### src/rtl/hdr_ddr_tx.sv
// rtl/hdr_ddr_tx.sv - HDR-DDR field serializer (preamble/byte/token/parity/CRC); macro HDR_TX_ERR_INJECT_EN adds parity error injection
module hdr_ddr_tx (
    input  logic       i_sys_clk,
    input  logic       i_sys_rst,
    input  logic       i_sclgen_scl_pos_edge,
    input  logic       i_sclgen_scl_neg_edge,
    input  logic       i_ddrccc_tx_en,
    input  logic [3:0] i_ddrccc_tx_mode,
    input  logic [1:0] i_ddrccc_pre_value,
    input  logic [7:0] i_regf_tx_data,
    input  logic [4:0] i_crc_value,
    input  logic       i_crc_valid,
`ifdef HDR_TX_ERR_INJECT_EN
    input  logic       i_dbg_err_inject,
`endif
    output logic       o_sdahnd_tx_sda,
    output logic       o_ddrccc_tx_mode_done,
    output logic       o_crc_en,
    output logic       o_crc_data_valid,
    output logic [7:0] o_crc_data
);

    typedef enum logic [3:0] {
        MODE_PREAMBLE = 4'b0000,
        MODE_BYTE     = 4'b0011,
        MODE_TOKEN    = 4'b0101,
        MODE_PARITY   = 4'b0110,
        MODE_CRC      = 4'b0111,
        MODE_IDLE     = 4'b1111
    } mode_e;

    localparam logic [3:0] TOKEN_BITS = 4'hC;

    mode_e       cur_mode;
    mode_e       mode_q, mode_d;
    logic [2:0]  cnt_q, cnt_d, cnt_cur;
    logic [7:0]  byte_q, byte_d;
    logic [4:0]  crc_q, crc_d;
    logic        byte_sel_q, byte_sel_d;
    logic [15:0] word_q, word_d;
    logic        sda_q, sda_d;
    logic        done_q, done_d;
    logic        crc_en_q, crc_en_d;
    logic        crc_dv_q, crc_dv_d;
    logic [7:0]  crc_data_q, crc_data_d;
    logic        scl_edge;
    logic        par_p1, par_p0;
    logic        inj_sel;
    logic        launch, last_bit, tx_bit;

`ifdef HDR_TX_ERR_INJECT_EN
    logic inj_q, inj_d;
`endif

    assign scl_edge = i_sclgen_scl_pos_edge | i_sclgen_scl_neg_edge;

    // Parity over the two-byte word: P1 covers odd bits, P0 even bits inverted.
    assign par_p1 = ^(word_q & 16'hAAAA);
    assign par_p0 = ~^(word_q & 16'h5555);

    // Decode the requested field; disabled or unknown codes collapse to idle.
    always_comb begin
        cur_mode = MODE_IDLE;
        if (i_ddrccc_tx_en) begin
            case (i_ddrccc_tx_mode)
                4'b0000: cur_mode = MODE_PREAMBLE;
                4'b0011: cur_mode = MODE_BYTE;
                4'b0101: cur_mode = MODE_TOKEN;
                4'b0110: cur_mode = MODE_PARITY;
                4'b0111: cur_mode = MODE_CRC;
                default: cur_mode = MODE_IDLE;
            endcase
        end
    end

    // A mode change aborts the running field, so the bit index restarts at 0.
    assign cnt_cur = (cur_mode != mode_q) ? 3'd0 : cnt_q;

`ifdef HDR_TX_ERR_INJECT_EN
    // Injection request is taken on the first parity bit and held for the second.
    always_comb begin
        inj_d   = inj_q;
        inj_sel = inj_q;
        if (cur_mode == MODE_PARITY && cnt_cur == 3'd0) begin
            inj_sel = i_dbg_err_inject;
            if (scl_edge) begin
                inj_d = i_dbg_err_inject;
            end
        end
    end
`else
    assign inj_sel = 1'b0;
`endif

    // Per-edge bit selection, counter advance and end-of-field bookkeeping.
    always_comb begin
        mode_d     = cur_mode;
        cnt_d      = cnt_cur;
        byte_d     = byte_q;
        crc_d      = crc_q;
        byte_sel_d = byte_sel_q;
        word_d     = word_q;
        sda_d      = sda_q;
        done_d     = 1'b0;
        crc_dv_d   = 1'b0;
        crc_data_d = crc_data_q;
        crc_en_d   = (cur_mode == MODE_BYTE) || (cur_mode == MODE_CRC);
        launch     = 1'b0;
        last_bit   = 1'b0;
        tx_bit     = 1'b1;

        case (cur_mode)
            MODE_PREAMBLE: begin
                launch   = scl_edge;
                tx_bit   = (cnt_cur == 3'd0) ? i_ddrccc_pre_value[1] : i_ddrccc_pre_value[0];
                last_bit = (cnt_cur == 3'd1);
                if (scl_edge && last_bit) begin
                    byte_sel_d = 1'b0;
                end
            end
            MODE_BYTE: begin
                launch   = scl_edge;
                last_bit = (cnt_cur == 3'd7);
                if (cnt_cur == 3'd0) begin
                    tx_bit = i_regf_tx_data[7];
                    if (scl_edge) begin
                        byte_d = i_regf_tx_data;
                    end
                end else begin
                    tx_bit = byte_q[3'd7 - cnt_cur];
                end
                if (scl_edge && last_bit) begin
                    crc_dv_d   = 1'b1;
                    crc_data_d = byte_q;
                    byte_sel_d = ~byte_sel_q;
                    if (byte_sel_q) begin
                        word_d[7:0] = byte_q;
                    end else begin
                        word_d[15:8] = byte_q;
                    end
                end
            end
            MODE_TOKEN: begin
                launch   = scl_edge;
                tx_bit   = TOKEN_BITS[2'd3 - cnt_cur[1:0]];
                last_bit = (cnt_cur == 3'd3);
            end
            MODE_PARITY: begin
                launch   = scl_edge;
                tx_bit   = ((cnt_cur == 3'd0) ? par_p1 : par_p0) ^ inj_sel;
                last_bit = (cnt_cur == 3'd1);
            end
            MODE_CRC: begin
                last_bit = (cnt_cur == 3'd4);
                if (cnt_cur == 3'd0) begin
                    // Until a valid CRC has been latched, edges only hold SDA high.
                    tx_bit = i_crc_value[4];
                    if (scl_edge) begin
                        if (i_crc_valid) begin
                            launch = 1'b1;
                            crc_d  = i_crc_value;
                        end else begin
                            sda_d = 1'b1;
                        end
                    end
                end else begin
                    launch = scl_edge;
                    tx_bit = crc_q[3'd4 - cnt_cur];
                end
            end
            default: begin
                sda_d = 1'b1;
                cnt_d = 3'd0;
            end
        endcase

        if (launch) begin
            sda_d = tx_bit;
            if (last_bit) begin
                cnt_d  = 3'd0;
                done_d = 1'b1;
            end else begin
                cnt_d = cnt_cur + 3'd1;
            end
        end
    end

    // State and registered outputs; reset discards any field in flight.
    always_ff @(posedge i_sys_clk or posedge i_sys_rst) begin
        if (i_sys_rst) begin
            mode_q     <= MODE_IDLE;
            cnt_q      <= 3'd0;
            byte_q     <= 8'd0;
            crc_q      <= 5'd0;
            byte_sel_q <= 1'b0;
            word_q     <= 16'd0;
            sda_q      <= 1'b1;
            done_q     <= 1'b0;
            crc_en_q   <= 1'b0;
            crc_dv_q   <= 1'b0;
            crc_data_q <= 8'd0;
        end else begin
            mode_q     <= mode_d;
            cnt_q      <= cnt_d;
            byte_q     <= byte_d;
            crc_q      <= crc_d;
            byte_sel_q <= byte_sel_d;
            word_q     <= word_d;
            sda_q      <= sda_d;
            done_q     <= done_d;
            crc_en_q   <= crc_en_d;
            crc_dv_q   <= crc_dv_d;
            crc_data_q <= crc_data_d;
        end
    end

`ifdef HDR_TX_ERR_INJECT_EN
    // Latched injection request for the parity field.
    always_ff @(posedge i_sys_clk or posedge i_sys_rst) begin
        if (i_sys_rst) begin
            inj_q <= 1'b0;
        end else begin
            inj_q <= inj_d;
        end
    end
`endif

    assign o_sdahnd_tx_sda       = sda_q;
    assign o_ddrccc_tx_mode_done = done_q;
    assign o_crc_en              = crc_en_q;
    assign o_crc_data_valid      = crc_dv_q;
    assign o_crc_data            = crc_data_q;

endmodule

### config.mk
export PLATFORM = sky130hd
export DESIGN_NAME = hdr_ddr_tx
export DESIGN_NICKNAME = d
export VERILOG_FILES = /design/src/rtl/hdr_ddr_tx.sv
export SDC_FILE = /design/constraint.sdc
export NUM_CORES = 1
export LEC_CHECK = 0
export CAP_MARGIN = 20
export CELL_PAD_IN_SITES_DETAIL_PLACEMENT = 0
export CELL_PAD_IN_SITES_GLOBAL_PLACEMENT = 1
export CORE_MARGIN = 10
export CORE_UTILIZATION = 35
export DETAILED_ROUTE_END_ITERATION = 10
export GPL_TIMING_DRIVEN = 1
export PLACE_DENSITY_LB_ADDON = 0.1
export SYNTH_ARGS = -nofsm -noshare
export SYNTH_HDL_FRONTEND = slang
export SYNTH_SLANG_ARGS = --single-unit
### constraint.sdc
create_clock -name i_sys_clk -period 7 [get_ports i_sys_clk]
set_clock_uncertainty 0.1 [all_clocks]
set_input_delay 1.05 -clock i_sys_clk [delete_from_list [all_inputs] [get_ports i_sys_clk]]
set_output_delay 1.05 -clock i_sys_clk [all_outputs]
set_load 0.01 [all_outputs]
==> results of run 1 <==
==> cell usage after synthesis, types with 4 or more instances <==
cell type and instances:
mux2_2 34, mux2_1 5, inv_1 7, nand2_1 9, nor2_1 7, dfstp_2 5, o21ai_0 4, ha_1 8
dfrtp_1 44, xnor2_1 15
==> worst max-delay path, cell delays in order <==
cell,delay [ns]
clkdlybuf4s50_1,0.62
or3b_1,0.50
nor3_1,0.27
o22a_1,0.21
a21boi_1,0.25
nand2_1,0.18
ha_1,0.27
ha_1,0.35
mux2i_1,0.18
or4_1,0.42
o211ai_1,0.12
a221oi_2,0.05
a32oi_1,0.20
==> where the power goes <==
group	internal (W)	switching, W	total, W
logic	0.0000477	0.0000362	0.0000839
clock network	0.000107	0.000104	0.000211
registers	0.000303	0.0000217	0.000324
total	0.000458	0.000162	0.000619
==> area by class of cell <==
class	instances	area, um2	share of cell area
Sequential cell	49	1230	0.380
Tap cell	99	124	0.0382
Clock inverter	3	43.8	0.0135
Clock buffer	5	68.8	0.0212
Inverter	8	30.0	0.00926
Multi-Input combinational cell	150	1360	0.418
Timing Repair Buffer	38	388	0.120
==> layout by cell type (no fill, tap or decap), types with 2 or more instances in the layout <==
cell type / netlist / final
inv_2: 1 / 2
xnor2_1: 15 / 15
clkdlybuf4s50_1: 0 / 36
mux2_1: 5 / 5
a21oi_1: 3 / 3
a21oi_4: 2 / 2
o21ai_0: 4 / 4
nor2b_1: 2 / 2
nand2b_1: 3 / 3
a22o_1: 3 / 3
nand3_1: 3 / 3
dfrtp_1: 44 / 44
xor2_1: 2 / 2
nor3b_1: 2 / 2
a21o_1: 2 / 2
clkbuf_8: 1 / 5
inv_1: 7 / 6
nand2_1: 9 / 9
or3_2: 2 / 2
nor3_2: 2 / 2
a31oi_1: 2 / 2
nor2_1: 7 / 7
mux4_2: 2 / 2
mux2_2: 34 / 34
and2_1: 2 / 2
nor4_1: 2 / 2
or2b_2: 3 / 3
mux2i_1: 3 / 3
dfstp_2: 5 / 5
ha_1: 8 / 8
==> stage by stage <==
step / power [W] / worst slack (ns) / hold slack, ns
after CTS: 0.000629 / 2.44 / 0.406
after detailed placement: 0.000416 / 2.12 / 0.375
after global placement: 0.000415 / 2.16 / 0.373
final: 0.000619 / 2.47 / 0.400
after floorplan: 0.000380 / 3.05 / 0.372
after global routing: 0.000652 / 2.17 / 0.422
==> cells by family (layout without fill, tap and decap cells) <==
group	count (synthesis)	after routing	share of synthesized area
AO/OA/AOI/OAI	28	28	0.0900
adder cells (fa/ha/maj)	8	8	0.0375
flip-flops	49	49	0.462
XOR/XNOR	18	18	0.0619
buffers and inverters	14	54	0.0295
AND/OR/NAND/NOR	52	52	0.127
multiplexers	44	44	0.193
==> how the worst max path moves through the flow <==
| stage | startpoint | endpoint | slack [ns] | cells past startpoint |
|---|---|---|---|---|
| floorplan | i_ddrccc_tx_mode[1] | o_sdahnd_tx_sda | 3.05 | 14 |
| global placement | i_ddrccc_tx_mode[0] | word_q[8] | 2.16 | 12 |
| detailed placement | i_ddrccc_tx_mode[0] | word_q[15] | 2.12 | 12 |
| CTS | i_ddrccc_tx_mode[0] | word_q[15] | 2.44 | 12 |
| global route | i_ddrccc_tx_mode[2] | word_q[9] | 2.17 | 12 |
| finish | i_ddrccc_tx_mode[0] | o_sdahnd_tx_sda | 2.47 | 13 |
==> sequential cells by signal, summed over array words and instances, names as in the netlist <==
signal / count
word_q: 16
byte_sel_q: 1
o_crc_en: 1
cnt_q: 3
o_sdahnd_tx_sda: 1
mode_q: 4
o_crc_data_valid: 1
byte_q: 8
crc_q: 5
o_ddrccc_tx_mode_done: 1
o_crc_data: 8
==> per-layer routing <==
metal / wire [um] / vias to the layer above / part of all wire
li1: - / 839 / -
met4: 59 / 0 / 0.010
met1: 2780 / 871 / 0.47
met3: 255 / 6 / 0.043
met2: 2830 / 29 / 0.48
met5: 0 / - / 0
==> summary.md, run 1 <==
| Metric | Value |
|---|---|
| Result of the run | finished, final reports clean |
| Clock tree from TritonCTS | done |
| Leakage power summed over all cells | 1.45 nW |
| Core Footprint | 7330 um2 |
| Main area contributors after synthesis | dfrtp_1, mux2_2, dfstp_2 |
| Count of yosys warnings during synthesis | 0 |
| Crit. End Element | flip-flop |
| Netlist cell types | 61 |
| Mean instance size in the synthesized netlist | 12.5 um2 |
| Biggest fanout along the worst timing path | 10 |
| Max frequency | 221 MHz |
| Core Util, Final | 0.443 |
| Destination of the worst hold path | o_crc_data[7] |
| Final clock period utilization by the worst path | 0.648 |
| Overall track demand over capacity in global routing | 0.109 |
| Weighted congestion reported at the end of routability-driven placement | 0.740 |
| Routed length per placed instance | 16.8 um |
| Cell area after layout | 3240 um2 |
| Starting density of the core | 0.364 |
| Die Width | 107 um |
| Post-cts repair resize count | 0 |
| Final Hold Violating Endpoints | 0 |
| Startpoint of the lowest-slack hold path | o_crc_data[7] |
| Worst flop-to-flop path endpoint | o_sdahnd_tx_sda |
| Worst ir drop on vdd | 80.7 uV |
| Number of rows in the core area | 31 |
| Commonest register cell after synthesis | dfrtp_1 |
| HPWL after detailed placement | 4.41 mm |
| Depth of the worst hold-timing path | 1 |
| EDFF count, synth | 0 |
| Least-Margin Pin Slew | 0.758 ns |
| Largest net degree at the start of global routing | 50 |
| Cell accounting for the most synthesized area | dfrtp_1 |
| Layout cells sized above 1 | 0.289 |
| Clock buffer depth | 2 |
| Placed cell count | 343 |
| Antenna violations before repair | 0 |
| Area fraction of the dominant cell type after synthesis | 0.413 |
| Max-capacitance violation count | 0 |
| Total Nets Final | 285 |
| Worst min path class | reg2reg |
| Setup bufs post-CTS | 0 |
| Synth Cell Area | 2670 um2 |
| Filler Cells Inserted | 686 |
| Number of inserted diodes | 0 |
| Max_slew headroom | 0.492 |
| Layout Area Growth over Synthesis | 21.6% |
| Sequential element share of the synthesized area | 0.462 |
| Level count of the clock H-tree | 2 |
| FF-to-FF path depth | 11 |
| Kind of start point of the critical path | primary input |
| Final Routed Wirelength | 5.93 mm |
| Via density | 4.96 |
| Routed Antenna Nets | 0 |
| Quantity of I/O buffers inserted on ports | 36 |
| RSZ-0062 raised after global routing | no |
| Setup TNS | 0 ns |
| Met3 Resource Use GR | 0.0329 |
| Busiest grt layer | met2 |
| Post-detailed-placement cell area | 3110 um2 |
| Worst endpoint data arrival time | 4.67 ns |
| R2r startpoint | mode_q[2] |
| Wire length of the first global-routing pass | 10.1 mm |
| Via count of the first global-routing pass | 1905 |
| Gate count of the mapped netlist | 213 |
| Congestion Overflow GR | 0 |
| Flop2flop setup slack | 3.67 ns |
| Number of top-level design ports | 37 |
| Met1 usage in global routing | 0.139 |
| Count of non-filler cells in the finished layout | 352 |
| Clk Latency, worst-skew pair | 0.31 ns |
| Die H | 107 um |
| Post-route DRC | 0 |
| Met2 routing resource usage after global routing | 0.177 |
| Setup Crit Path Kind | in2reg |
| Root Driver | clkbuf_8 |
| Net count after synthesis | 246 |
| Clock slew seen by the registers of the worst setup and hold paths | 0.09 ns |
| CTS buffer count | 5 |
| Number of failing setup endpoints in the final timing report | 0 |
| Final-report max-slew violation count | 0 |
| Number of hold-repair buffers added at the cts stage | 0 |
| Fin crit period | 4.53 ns |
| Total via count in the routed design | 1745 |
| Area of the die | 11500 um2 |
| Synth async-reset ratio | 1.00 |
| Number of iterations in the first detailed-routing pass | 4 |
| Clock tree sinks | 49 |
| Power density relative to cell area | 191 nW/um2 |
| Detailed router's first-iteration violation count | 65 |
| Required arrival time at the worst endpoint | 7.13 ns |
| Register bit count reported by yosys | 49 |
(Power assumes the default switching activity.)
==> inputs of run 2 (changes only) <==
clock period = 4 ns   (was 7 ns; I/O delays follow)
==> summary.md, run 2 (same netlist as run 1, synthesis figures left out) <==
| Metric | Value |
|---|---|
| Total via count in the routed design | 1761 (was 1745) |
| Clock buffer depth | 2 (unchanged) |
| Area of the die | 11500 um2 (unchanged) |
| Total Nets Final | 299 (was 285) |
| Kind of start point of the critical path | primary input (unchanged) |
| Starting density of the core | 0.364 (unchanged) |
| Count of buffering cells on the critical path with inverters included | 1 (unchanged) |
| Max_slew headroom | 0.502 (was 0.492) |
| Top cell family by delay on the critical path | simple AND/OR/NAND/NOR gates (unchanged) |
| Wire length of the first global-routing pass | 9.92 mm (was 10.1 mm) |
| Post-layout worst setup margin | 0.269 ns (was 2.47 ns) |
| Count of non-filler cells in the finished layout | 366 (was 352) |
| Power density relative to cell area | 304 nW/um2 (was 191 nW/um2) |
| Top library cells by usage in the layout, fill and taps aside | dfrtp_1, clkdlybuf4s50_1, mux2_2 (unchanged) |
| Final clock period utilization by the worst path | 0.933 |
| Number of hold-repair buffers added at the cts stage | 0 (unchanged) |
| Final-report max-slew violation count | 0 (unchanged) |
| Most common cell after layout, fill and taps aside | dfrtp_1 (unchanged) |
| Worst min path class | reg2reg (unchanged) |
| Most flop-heavy register | word_q (unchanged) |
| Final Hold Violating Endpoints | 0 (unchanged) |
| Max frequency | 268 MHz |
| Antenna violations before repair | 0 (unchanged) |
| Clock slew seen by the registers of the worst setup and hold paths | 0.09 ns (about the same) |
| Congestion Overflow GR | 0 (unchanged) |
| CTS buffer count | 5 (unchanged) |
| Placed cell count | 358 (was 343) |
| Fin crit period | 3.73 ns |
| Via count of the first global-routing pass | 1900 (was 1905) |
| Die H | 107 um (unchanged) |
| Number of failing setup endpoints in the final timing report | 0 (unchanged) |
| Result of the run | finished, final reports clean (unchanged) |
| Setup Crit Path Kind | in2reg (unchanged) |
| Root Driver | clkbuf_8 (unchanged) |
| Highest-delay cell along the critical path | clkdlybuf4s50_1 (unchanged) |
| Least-Margin Pin Slew | 0.746 ns (was 0.758 ns) |
| Filler Cells Inserted | 700 (was 686) |
| Layout Area Growth over Synthesis | 24.5% (was 21.6%) |
| Final Routed Wirelength | 5.85 mm (was 5.93 mm) |
| Required arrival time at the worst endpoint | 4.12 ns (was 7.13 ns) |
| Clock tree from TritonCTS | done (unchanged) |
| HPWL after detailed placement | 4.61 mm (was 4.41 mm) |
| Max-capacitance violation count | 0 (unchanged) |
| Detailed router's first-iteration violation count | 68 (was 65) |
| Routed length per placed instance | 16.0 um (was 16.8 um) |
| Number of iterations in the first detailed-routing pass | 4 (unchanged) |
| Setup bufs post-CTS | 0 (unchanged) |
| Leakage power summed over all cells | 1.50 nW (was 1.45 nW) |
| Number of top-level design ports | 37 (unchanged) |
| RSZ-0062 raised after global routing | no (unchanged) |
| Cell mode on critical path | ha_1 (unchanged) |
| Clock tree sinks | 49 (unchanged) |
| Routed Antenna Nets | 0 (unchanged) |
| Biggest fanout along the worst timing path | 4 (was 10) |
| Crit-path max cell delay | 0.49 ns (was 0.62 ns) |
| Sequence of cells on the critical path | clkdlybuf4s50_1, or3b_1, nor3_1, o22a_1, a21boi_1, nand2_1, ha_1, ha_1, mux2i_1, or4_1, o211ai_1, a221oi_2, a32oi_1 (unchanged) |
| Level count of the clock H-tree | 2 (unchanged) |
| Crit. End Element | flip-flop (unchanged) |
| Clk Latency, worst-skew pair | 0.29 ns (was 0.31 ns) |
| Via density | 4.81 (was 4.96) |
| Post-cts repair resize count | 0 (unchanged) |
| Number of rows in the core area | 31 (unchanged) |
| Number of inserted diodes | 0 (unchanged) |
| Quantity of I/O buffers inserted on ports | 36 (unchanged) |
| Weighted congestion reported at the end of routability-driven placement | 0.796 (was 0.740) |
| Worst endpoint data arrival time | 3.85 ns (was 4.67 ns) |
| Worst ir drop on vdd | 161 uV (was 80.7 uV) |
| Largest net degree at the start of global routing | 37 (was 50) |
| Layout cells sized above 1 | 0.318 (was 0.289) |
| Overall track demand over capacity in global routing | 0.105 (was 0.109) |
| Largest register FFs | 16 (unchanged) |
| Core Footprint | 7330 um2 (unchanged) |
| Post-route DRC | 0 (unchanged) |
| Die Width | 107 um (unchanged) |
| Pre-CTS setup slack | -0.0218 ns (was 2.12 ns) |
-- run 2: layout make-up --
type                            instances  area, um2  share of cell area
Tap cell                               99        124              0.0373
Clock buffer                            7       76.3              0.0230
Multi-Input combinational cell        150       1360               0.409
Sequential cell                        49       1230               0.371
Timing Repair Buffer                   52        493               0.148
Inverter                                8       30.0             0.00904
Clock inverter                          1       8.76             0.00264
-- run 2: report_power, final --
group / total, W / switching [W] / internal (W) / leakage [nW]
registers: 0.000567 / 0.0000378 / 0.000529 / 0.650
logic: 0.000156 / 0.0000647 / 0.0000913 / 0.809
clock network: 0.000287 / 0.000162 / 0.000125 / 0.0424
-- run 2: through the flow --
step	total power [W]	hold WS, ns	util	TNS (ns)	instance area (um2)
6_report	0.00101	0.395	0.453	0	3320
5_1_grt	0.00107	0.431	0.453	0	3320
4_1_cts	0.00103	0.401	0.453	0	3320
3_5_place_dp	0.000738	0.378	0.442	-0.143	3240
3_3_place_gp	0.000737	0.375	0.442	-0.00495	3240
2_1_floorplan	0.000664	0.372	-	0	2670
-- run 2: path summary, 6_finish.rpt --
| kind | startpoint | to | slack (ns) | depth (start not counted) |
|---|---|---|---|---|
| worst max register to register | mode_q[2] | o_sdahnd_tx_sda | 0.86 | 11 |
| worst min register to register | o_crc_data[7] | o_crc_data[7] | 0.39 | 1 |
| max in group asynchronous | i_sys_rst | mode_q[3] | 2.39 | 3 |
| worst max-delay path | i_ddrccc_tx_mode[0] | o_sdahnd_tx_sda | 0.27 | 13 |
| min in group asynchronous | i_sys_rst | byte_q[3] | 0.66 | 2 |
| worst min-delay path | o_crc_data[7] | o_crc_data[7] | 0.39 | 1 |
-- run 2: routing by layer --
metal / share of wire / track usage / vias to the layer above / wire, um
li1: - / - / 874 / -
met1: 0.47 / 0.132 / 854 / 2730
met2: 0.48 / 0.177 / 29 / 2800
met3: 0.047 / 0.0299 / 4 / 276
met4: 0.0065 / 0.0203 / 0 / 38
met5: 0 / 0 / - / 0
==> inputs of run 3 (changes only) <==
clock period = 3.65 ns   (was 4 ns; I/O delays follow)
==> summary.md, run 3 (same netlist as run 1, synthesis figures left out) <==
| Metric | Value |
|---|---|
| Result of the run | finished, final reports clean (unchanged) |
| Clock tree sinks | 49 (unchanged) |
| Congestion Overflow GR | 0 (unchanged) |
| Total Nets Final | 322 (was 299) |
| Routed length per placed instance | 15.4 um (was 16.0 um) |
| Total via count in the routed design | 1850 (was 1761) |
| Length of routed wiring on met1 | 2.75 mm (was 2.73 mm) |
| Pre-CTS setup slack | -0.231 ns (was -0.0218 ns) |
| Via count of the first global-routing pass | 1947 (was 1900) |
| Die H | 107 um (unchanged) |
| Number of top-level design ports | 37 (unchanged) |
| Filler Cells Inserted | 692 (was 700) |
| Final clock period utilization by the worst path | 0.953 |
| Max_slew headroom | 0.453 (was 0.502) |
| Detailed router's first-iteration violation count | 44 (was 68) |
| Layout Area Growth over Synthesis | 33.6% (was 24.5%) |
| Setup Crit Path Kind | in2reg (unchanged) |
| Largest register FFs | 16 (unchanged) |
| Post-route DRC | 0 (unchanged) |
| Least-Margin Pin Slew | 0.818 ns (was 0.746 ns) |
| Met3 routed WL | 222 um (was 276 um) |
| Quantity of I/O buffers inserted on ports | 36 (unchanged) |
| Largest net degree at the start of global routing | 50 (was 37) |
| Routed length on met2 | 2.99 mm (was 2.80 mm) |
| Antenna violations before repair | 0 (unchanged) |
| Die Width | 107 um (unchanged) |
| Area of the die | 11500 um2 (unchanged) |
| Worst endpoint data arrival time | 3.61 ns (was 3.85 ns) |
| HPWL after detailed placement | 4.68 mm (was 4.61 mm) |
| Clock buffer depth | 2 (unchanged) |
| Clock slew seen by the registers of the worst setup and hold paths | 0.09 ns (about the same) |
| Post-layout worst setup margin | 0.172 ns (was 0.269 ns) |
| Switching portion of total power | 0.269 (was 0.262) |
| RSZ-0062 raised after global routing | no (unchanged) |
| Final Hold Violating Endpoints | 0 (unchanged) |
| Wire length of the first global-routing pass | 10.2 mm (was 9.92 mm) |
| Area of combinational cells with multiple inputs | 1410 um2 (was 1360 um2) |
| Share of power burned in combinational logic | 0.171 (was 0.154) |
| Routed Antenna Nets | 0 (unchanged) |
| Weighted congestion reported at the end of routability-driven placement | 0.812 (was 0.796) |
| Number of iterations in the first detailed-routing pass | 4 (unchanged) |
| Root Driver | clkbuf_8 (unchanged) |
| Relative contribution of sequential cells to total power | 0.545 (was 0.561) |
| Top library cells by usage in the layout, fill and taps aside | dfrtp_1, buf_4, clkdlybuf4s50_1 (was dfrtp_1, clkdlybuf4s50_1, mux2_2) |
| Worst min path class | in2async (was reg2reg) |
| Max frequency | 288 MHz |
| Setup TNS | 0 ns (unchanged) |
| Power spent charging and discharging nets | 0.000306 W (was 0.000264 W) |
| Level count of the clock H-tree | 2 (unchanged) |
| Storage element area | 1230 um2 (unchanged) |
| Number of rows in the core area | 31 (unchanged) |
| Most common cell after layout, fill and taps aside | dfrtp_1 (unchanged) |
| Clk Latency, worst-skew pair | 0.30 ns (was 0.29 ns) |
| Biggest fanout along the worst timing path | 3 (was 4) |
| Max-capacitance violation count | 0 (unchanged) |
| Power density relative to cell area | 320 nW/um2 (was 304 nW/um2) |
| Highest metal used | met4 (unchanged) |
| Via density | 4.76 (was 4.81) |
| Core Footprint | 7330 um2 (unchanged) |
| Most flop-heavy register | word_q (unchanged) |
| Clock network power share | 0.284 (about the same) |
| Worst ir drop on vdd | 150 uV (was 161 uV) |
| Overall track demand over capacity in global routing | 0.110 (was 0.105) |
| Internal power summed over all cells | 0.000834 W (was 0.000746 W) |
| Layout cells sized above 1 | 0.407 (was 0.318) |
| CTS buffer count | 5 (unchanged) |
| Crit. End Element | flip-flop (unchanged) |
| Final-report max-slew violation count | 0 (unchanged) |
| Setup bufs post-CTS | 0 (unchanged) |
| Number of failing setup endpoints in the final timing report | 0 (unchanged) |
| Starting density of the core | 0.364 (unchanged) |
| Kind of start point of the critical path | primary input (unchanged) |
| Final Routed Wirelength | 6.01 mm (was 5.85 mm) |
| Number of inserted diodes | 0 (unchanged) |
| Fin crit period | 3.48 ns |
| Leakage power summed over all cells | 1.63 nW (was 1.50 nW) |
| Clock tree from TritonCTS | done (unchanged) |
| Required arrival time at the worst endpoint | 3.78 ns (was 4.12 ns) |
run 3: repair_timing:
item	CTS	global route
hold buffers	0	0
endpoints found under the setup margin	0	36
resized for setup	0	14
run 3: layout make-up:
type,instances,share of cell area
Clock buffer,6,0.0204
Sequential cell,49,0.346
Timing Repair Buffer,75,0.191
Tap cell,99,0.0347
Clock inverter,2,0.00386
Multi-Input combinational cell,150,0.396
Inverter,8,0.00842
run 3: power by group through the flow:
stage,Combinational (W),Sequential [W],Clock (W)
4_1_cts,0.000190,0.000624,0.000344
6_report,0.000195,0.000622,0.000324
5_1_grt,0.000214,0.000629,0.000362
2_1_floorplan,0.000114,0.000614,0
3_3_place_gp,0.000188,0.000635,0
3_5_place_dp,0.000189,0.000635,0
run 3: final timing paths:
| kind | startpoint | cells after the start | slack [ns] | to |
|---|---|---|---|---|
| hold reg to reg | o_crc_data[1] | 1 | 0.40 | o_crc_data[1] |
| setup reg to reg | mode_q[2] | 12 | 0.64 | o_sdahnd_tx_sda |
| min in group i_sys_clk | o_crc_data[1] | 1 | 0.40 | o_crc_data[1] |
| setup / recovery | i_ddrccc_tx_mode[1] | 14 | 0.17 | o_sdahnd_tx_sda |
| max in group asynchronous | i_sys_rst | 3 | 2.57 | mode_q[2] |
| hold / removal | i_sys_rst | 2 | 0.35 | word_q[15] |
run 3: per-stage QoR:
| step | instance area, um2 | total power [W] | std cells | util | hold WS, ns |
|---|---|---|---|---|---|
| floorplan | 2670 | 0.000728 | 213 | - | 0.372 |
| global placement | 3400 | 0.000823 | 380 | 0.464 | 0.377 |
| detailed placement | 3400 | 0.000823 | 380 | 0.464 | 0.377 |
| CTS | 3490 | 0.00116 | 388 | 0.476 | 0.404 |
| global route | 3570 | 0.00120 | 389 | 0.486 | 0.377 |
| finish | 3570 | 0.00114 | 389 | 0.486 | 0.350 |
run 3: per-layer routing:
layer	GRT usage	vias to the layer above
met1	0.138	905
met2	0.184	26
met3	0.0257	4
met4	0.0290	0
li1	-	915
met5	0	-
run 3: worst max-delay path, cell delays in order:
cell	delay [ns]
clkdlybuf4s50_1	0.46
xor2_2	0.20
or4_4	0.49
a21o_1	0.22
buf_4	0.14
a21oi_4	0.14
inv_2	0.06
ha_1	0.21
ha_1	0.26
mux2i_1	0.13
or4_1	0.39
o211ai_1	0.12
a221oi_2	0.05
a32oi_1	0.20
